[src/rtl/controller_pkg.sv]
// ============================================================================
// controller_pkg : shared state encoding and 50 MHz default timing for the
//                  SNES pad poller.   Rev 1.0
// ============================================================================
`default_nettype none

package controller_pkg;

    typedef enum logic [2:0] {
        IDLE     = 3'd0,
        LATCH    = 3'd1,
        CLK_HIGH = 3'd2,
        CLK_LOW  = 3'd3,
        DONE     = 3'd4
    } poll_state_t;

    localparam int POLL_PERIOD_60HZ = 833333;
    localparam int LATCH_12US       = 600;
    localparam int HALF_BIT_6US     = 300;

endpackage

`default_nettype wire

[src/rtl/flex_counter.sv]
// ============================================================================
// flex_counter : programmable up-counter, counts 1..rollover_val and flags the
//                cycle in which the count equals rollover_val.   Rev 1.0
// ============================================================================
`default_nettype none

module flex_counter #(
    parameter int NUM_CNT_BITS = 4
) (
    input  logic                    clk,
    input  logic                    n_rst,
    input  logic                    clear,
    input  logic                    count_enable,
    input  logic [NUM_CNT_BITS-1:0] rollover_val,
    output logic [NUM_CNT_BITS-1:0] count_out,
    output logic                    rollover_flag
);

    logic [NUM_CNT_BITS-1:0] r_count;
    logic [NUM_CNT_BITS-1:0] w_next_count;
    logic                    r_flag;
    logic                    w_next_flag;

    always_comb begin
        w_next_count = r_count;
        w_next_flag  = r_flag;
        if (clear) begin
            w_next_count = '0;
            w_next_flag  = 1'b0;
        end else if (count_enable) begin
            w_next_count = (r_count == rollover_val) ? NUM_CNT_BITS'(1) : r_count + 1'b1;
            w_next_flag  = (w_next_count == rollover_val);
        end
    end

    always_ff @(posedge clk or negedge n_rst) begin
        if (!n_rst) begin
            r_count <= '0;
            r_flag  <= 1'b0;
        end else begin
            r_count <= w_next_count;
            r_flag  <= w_next_flag;
        end
    end

    assign count_out     = r_count;
    assign rollover_flag = r_flag;

endmodule

`default_nettype wire

[src/rtl/snes_poller.sv]
// ============================================================================
// snes_poller : periodic serial game-pad reader; drives latch/pclk, shifts in
//               NUM_BUTTONS active-low bits and publishes them active-high.   Rev 1.0
// ============================================================================
`default_nettype none

module snes_poller
    import controller_pkg::*;
#(
    parameter int POLL_PERIOD  = POLL_PERIOD_60HZ,
    parameter int LATCH_CYCLES = LATCH_12US,
    parameter int HALF_BIT     = HALF_BIT_6US,
    parameter int NUM_BUTTONS  = 16
) (
    input  logic                   clk,
    input  logic                   n_rst,
    input  logic                   enable,
    input  logic                   ser_data,
    output logic                   latch,
    output logic                   pclk,
    output logic [NUM_BUTTONS-1:0] buttons,
    output logic                   valid,
    output logic                   overrun
);

    localparam int CNT_W   = $clog2(POLL_PERIOD + 1);
    localparam int TMR_MAX = (LATCH_CYCLES > HALF_BIT) ? LATCH_CYCLES : HALF_BIT;
    localparam int TMR_W   = $clog2(TMR_MAX + 1);
    localparam int IDX_W   = (NUM_BUTTONS > 1) ? $clog2(NUM_BUTTONS) : 1;

    localparam logic [TMR_W-1:0] LATCH_LOAD = TMR_W'(LATCH_CYCLES - 1);
    localparam logic [TMR_W-1:0] HALF_LOAD  = TMR_W'(HALF_BIT - 1);
    localparam logic [IDX_W-1:0] LAST_IDX   = IDX_W'(NUM_BUTTONS - 1);

    logic                   w_tick;
    logic [CNT_W-1:0]       w_unused_poll_count;

    poll_state_t            r_state;
    logic [TMR_W-1:0]       r_timer;
    logic [IDX_W-1:0]       r_idx;
    logic [1:0]             r_sync;
    logic [NUM_BUTTONS-1:0] r_shift;
    logic [NUM_BUTTONS-1:0] r_buttons;
    logic                   r_latch;
    logic                   r_pclk;
    logic                   r_valid;
    logic                   r_overrun;

    flex_counter #(
        .NUM_CNT_BITS (CNT_W)
    ) u_poll_timer (
        .clk           (clk),
        .n_rst         (n_rst),
        .clear         (!enable),
        .count_enable  (enable),
        .rollover_val  (CNT_W'(POLL_PERIOD)),
        .count_out     (w_unused_poll_count),
        .rollover_flag (w_tick)
    );

    // Phase timer counts down from N-1 so each phase lasts exactly N cycles.
    always_ff @(posedge clk or negedge n_rst) begin
        if (!n_rst) begin
            r_state   <= IDLE;
            r_timer   <= '0;
            r_idx     <= '0;
            r_sync    <= 2'b11;
            r_shift   <= '0;
            r_buttons <= '0;
            r_latch   <= 1'b0;
            r_pclk    <= 1'b1;
            r_valid   <= 1'b0;
            r_overrun <= 1'b0;
        end else begin
            r_sync    <= {r_sync[0], ser_data};
            r_valid   <= 1'b0;
            r_overrun <= w_tick && (r_state != IDLE);
            case (r_state)
                IDLE: begin
                    if (w_tick) begin
                        r_state <= LATCH;
                        r_latch <= 1'b1;
                        r_timer <= LATCH_LOAD;
                    end
                end
                LATCH: begin
                    if (r_timer == '0) begin
                        r_state <= CLK_HIGH;
                        r_latch <= 1'b0;
                        r_timer <= HALF_LOAD;
                        r_idx   <= '0;
                    end else begin
                        r_timer <= r_timer - 1'b1;
                    end
                end
                CLK_HIGH: begin
                    if (r_timer == '0) begin
                        r_shift[r_idx] <= ~r_sync[1];
                        r_state        <= CLK_LOW;
                        r_pclk         <= 1'b0;
                        r_timer        <= HALF_LOAD;
                    end else begin
                        r_timer <= r_timer - 1'b1;
                    end
                end
                CLK_LOW: begin
                    if (r_timer == '0) begin
                        r_pclk  <= 1'b1;
                        r_timer <= HALF_LOAD;
                        if (r_idx == LAST_IDX) begin
                            r_state   <= DONE;
                            r_buttons <= r_shift;
                            r_valid   <= 1'b1;
                        end else begin
                            r_state <= CLK_HIGH;
                            r_idx   <= r_idx + 1'b1;
                        end
                    end else begin
                        r_timer <= r_timer - 1'b1;
                    end
                end
                DONE: begin
                    r_state <= IDLE;
                end
                default: begin
                    r_state <= IDLE;
                end
            endcase
        end
    end

    assign latch   = r_latch;
    assign pclk    = r_pclk;
    assign buttons = r_buttons;
    assign valid   = r_valid;
    assign overrun = r_overrun;

endmodule

`default_nettype wire

[config.mk]
export PLATFORM = sky130hd
export DESIGN_NAME = snes_poller
export DESIGN_NICKNAME = d
export VERILOG_FILES = /design/src/rtl/controller_pkg.sv /design/src/rtl/flex_counter.sv /design/src/rtl/snes_poller.sv
export SDC_FILE = /design/constraint.sdc
export NUM_CORES = 1
export LEC_CHECK = 0
export CAP_MARGIN = 20
export CORE_AREA = 2 2 85 87
export CTS_CLUSTER_DIAMETER = 120
export CTS_CLUSTER_SIZE = 10
export DETAILED_ROUTE_END_ITERATION = 7
export DIE_AREA = 0 0 87 89
export PLACE_DENSITY = 0.77
export SYNTH_ARGS = -nofsm -noshare
export SYNTH_HDL_FRONTEND = slang
export SYNTH_SLANG_ARGS = --single-unit
[constraint.sdc]
create_clock -name clk -period 2.65 [get_ports clk]
set_input_delay 0.265 -clock clk [delete_from_list [all_inputs] [get_ports clk]]
set_output_delay 0.265 -clock clk [all_outputs]
set_load 0.005 [all_outputs]
==> results by stage <==
Critical path:
- The class of the most critical setup path is register to register.
- The endpoint identified for the worst register-to-register timing path is u_poll_timer.rollover_flag.
- STA classifies the critical path startpoint as a register.
- Tracing the worst setup path back leads to its startpoint at u_poll_timer.count_out[0].
- STA classifies the critical path endpoint as a register.
- The number of cells traversed by the worst register-to-register path is 6.
- In this run the worst path has a maximum fanout of 7.
- The critical path capture point is u_poll_timer.rollover_flag.
- The arrival time reported for the critical path endpoint is around 2.5 ns.
- The setup slack on the worst flop-to-flop path is between 0.3 and 0.4 ns.
- For the worst setup path, the data required time is a little under 3 ns.
- The beginning of the worst register-to-register path is u_poll_timer.count_out[0].

Synth:
- By area the synthesized netlist is led by sky130_fd_sc_hd__dfrtp_1 47%, sky130_fd_sc_hd__mux2i_1 4.2%, sky130_fd_sc_hd__o21ai_0 4.0%.
- The post-synthesis cell type count is 48.
- The most used flip-flop cell after synthesis is sky130_fd_sc_hd__dfrtp_1.
- During synthesis, Yosys emitted a total of 0 warnings.
- By instance count, the leading cell after synthesis is sky130_fd_sc_hd__dfrtp_1.
- After synthesis, the mean cell area works out to ~9.5 µm².
- The synthesized design spends more area on one cell type than any other, namely sky130_fd_sc_hd__dfrtp_1.
- Synthesis produced a netlist whose cell count is around 400.
- The number of synthesized flops with an enable pin is 0.
- The share of the Yosys chip area taken by registers is between 40 and 50%.
- The share of the synthesized area in the top cell type is approximately 47%.
- After synthesis, the most frequently instantiated cells are 73 x sky130_fd_sc_hd__dfrtp_1, 40 x sky130_fd_sc_hd__nand2_1, 33 x sky130_fd_sc_hd__nor2_1, 32 x sky130_fd_sc_hd__inv_1, 31 x sky130_fd_sc_hd__o21ai_0.
- The post-synth design cell area is approximately 0.0038 mm².
- For this run, asynchronously set or reset flops after synthesis account for 100%.
- The total of flip-flops plus latches after synthesis is 76.
- When the netlist entered floorplanning its net count stood at between 400 and 500.

Power:
- The combinational fraction of design power is 2.1%.
- The switching share of power is a little over a fifth.
- The reported leakage power is around 1.9 nW.
- Cell internal power was estimated by the tool at 1.71 mW.
- The clock network burns 44.3% of the power.
- The power per cell area is roughly 510 mW/mm².
- The power dissipated by switching net loads is between 400 and 500 µW.
- The sequential cell fraction of total power is between 50% and 60%.
- The maximum ir drop on the vdd rail is between 0.2 and 0.3 mV.

Route:
- The first detailed-routing pass ran for 4 iterations.
- The remaining number of nets flagged by the antenna check after routing is 0.
- The detail-routed net length per standard cell is approximately 15 µm.
- After detailed routing, the number of remaining DRC violations is 0.
- The initial DRC count is around 210.
- The number of vias after detailed routing is 2976.
- Wires add up to ~7700 µm.
- The via density per instance is roughly 5.9.

Status:
- The run finished with clean final reports.

Die:
- The overall die width is approximately 87 µm.
- The starting density of the core is about 57%.
- The floorplan step defined a die boundary enclosing around 0.0077 mm².
- The standard-cell row count is 30.
- 24 I/O pins were placed.
- The region available for standard cell placement spans ~0.0067 mm².
- The die is between 80 and 90 µm tall.

Clocking:
- The count of instances resized after the clock tree is built is 0.
- The total number of H-tree levels is 3.
- Clock-pin slew was measured on the worst setup and hold paths at 0.08 ns.
- After clock tree synthesis, the setup repair step added 0 buffers.
- The CTS tree is built.
- The buffer levels on the longest clock path is 2.
- The number of sinks driven by the clock tree is 76.
- In this run the clock root is driven by a sky130_fd_sc_hd__clkbuf_8.
- After clock tree synthesis, the flow added hold-fix buffers numbering 0.
- The clock latency of the later-clocked register in the worst-skew pair is 0.36 ns.
- In this run, CTS created clock tree buffers numbering 9.

Placed design:
- The final weighted congestion in routability-driven placement is around 0.91.
- Input and output buffers added on the ports amount to 23.
- Before CTS, the worst setup slack after placement is roughly 0.37 ns.
- The placed wire-length estimate after detailed placement is ~5200 µm.

STA:
- The clock period could shrink to roughly 2.3 ns.
- The number of failing setup endpoints in the final timing report is 0.
- The headroom to the max-slew limit is 38.1%.
- Setup repair after global routing left no endpoint under its margin.
- The final setup TNS is 0 ns.
- In the finished design, the share of the clock period the worst path needs comes to 86.9%.
- For the final database, setup skew stands at 0.0122 ns.
- The post-layout worst setup margin is about 0.35 ns.
- At the pin with the least slew margin, the transition time is 0.928 ns.
- The max-slew violation count is 0.
- The highest attainable clock frequency is approximately 0.43 GHz.
- The total count of hold-check failures in the final report was 0.

Finish:
- The fraction of final layout cells with drive strength greater than 1 is under 10%.
- In the final design database the tool counted about 430 nets.
- The share of the core filled with cells is around 64%.
- The area added between synthesis and finish is 12.6%.
- The layout has around 550 filler cells.
- The multi-input combinational cell area is 0.00170 mm².
- The register cell area after layout is around 0.0019 mm².
- The count of inserted antenna diode cells is 0.

Global route:
- The first global-routing pass estimated between 10000 and 15000 µm of wire.
- The number of antenna violations at the first check in global routing was 0.
- The number of global-route vias before repair was roughly 2900.
- The aggregate global routing overflow is 0.
- Entering global routing, the biggest net connects just under 80 pins.
- The overall fraction of global-route tracks in use is ~22%.

Worst hold path:
- The path class of the tightest hold or removal check is input port to async pin.

Job:
- The max-cap check violation count is 0.
placed cells by master, fill, tap and decap left out, drive strengths merged, types with 4 or more instances in the layout:
cell type	n
xor2	6
nor4	10
ha	7
mux2i	16
nand4	13
nor2	34
a21oi	14
inv	32
o21ai	32
dfrtp	73
clkbuf	10
buf	9
nand3	28
nor3	10
clkdlybuf4s50	22
a22o	5
xnor2	13
nand2	40
and3	6
nor2b	5
o31ai	4
metrics by stage:
| stage | instance area (µm²) | instances | hold WS (ns) | power (mW) |
|---|---|---|---|---|
| after floorplan | 3850 | 404 | -0.0306 | 1.21 |
| after global placement | 4110 | 492 | 0.346 | 1.24 |
| after detailed placement | 4110 | 492 | 0.355 | 1.25 |
| after CTS | 4330 | 508 | 0.0835 | 2.21 |
| after global routing | 4330 | 508 | 0.146 | 2.26 |
| final | 4330 | 508 | 0.0479 | 2.19 |
critical path, cell delays in order (launching register included):
cell,delay [ns]
sky130_fd_sc_hd__dfrtp_1,0.45
sky130_fd_sc_hd__ha_1,0.27
sky130_fd_sc_hd__nand3_2,0.15
sky130_fd_sc_hd__or4_4,0.53
sky130_fd_sc_hd__a221oi_2,0.29
sky130_fd_sc_hd__nand4b_1,0.15
sky130_fd_sc_hd__a2111oi_2,0.36
final cells by class:
| cell class | count | area share [%] |
|---|---|---|
| flip-flops and latches | 76 | 44.0 |
| multi-input cells | 273 | 39.2 |
| repair buffers | 31 | 6.65 |
| clock buffers | 10 | 2.95 |
| inverters | 32 | 2.77 |
| well taps | 80 | 2.31 |
| clock inverters | 6 | 2.08 |
power by group through the flow:
| stage | clock, mW | combinational (mW) | sequential, mW |
|---|---|---|---|
| finish | 0.969 | 0.0455 | 1.17 |
| global route | 1.03 | 0.0541 | 1.18 |
| CTS | 0.984 | 0.0473 | 1.17 |
| detailed placement | 0 | 0.0474 | 1.20 |
| global placement | 0 | 0.0467 | 1.20 |
| floorplan | 0 | 0.0182 | 1.19 |
registers in the layout, indices dropped and copies added, names as in the netlist:
name,count
r_sync,2
u_poll_timer.count_out,20
pclk,1
overrun,1
u_poll_timer.rollover_flag,1
r_timer,10
r_idx,4
buttons,16
r_shift,16
valid,1
r_state,3
latch,1
cell families after synthesis:
logic type | count (synthesis) | share of synthesized area [%]
simple gates | 164 | 22.3
mux | 17 | 4.46
compound gates | 66 | 10.8
fa+ha+maj | 7 | 2.28
buf+inv | 55 | 6.31
xor+xnor | 19 | 4.33
flops | 76 | 49.5
worst min-delay path by stage:
stage                   start    endpoint  depth (start not counted)
finish                  n_rst  r_timer[4]                          1
global placement    r_sync[0]   r_sync[1]                          0
CTS                     n_rst  buttons[2]                          1
floorplan               n_rst  buttons[0]                          0
global route            n_rst  r_timer[0]                          1
detailed placement  r_sync[0]   r_sync[1]                          0
per-layer routing:
metal | vias to the layer above | track usage (%) | part of all wire [%]
li1 | 1436 | - | -
met1 | 1438 | 28.5 | 44
met2 | 85 | 37.3 | 50
met3 | 17 | 4.16 | 4.2
met4 | 0 | 10.2 | 1.9
met5 | - | 0 | 0
No activity file was read; power rests on OpenSTA's default activity.
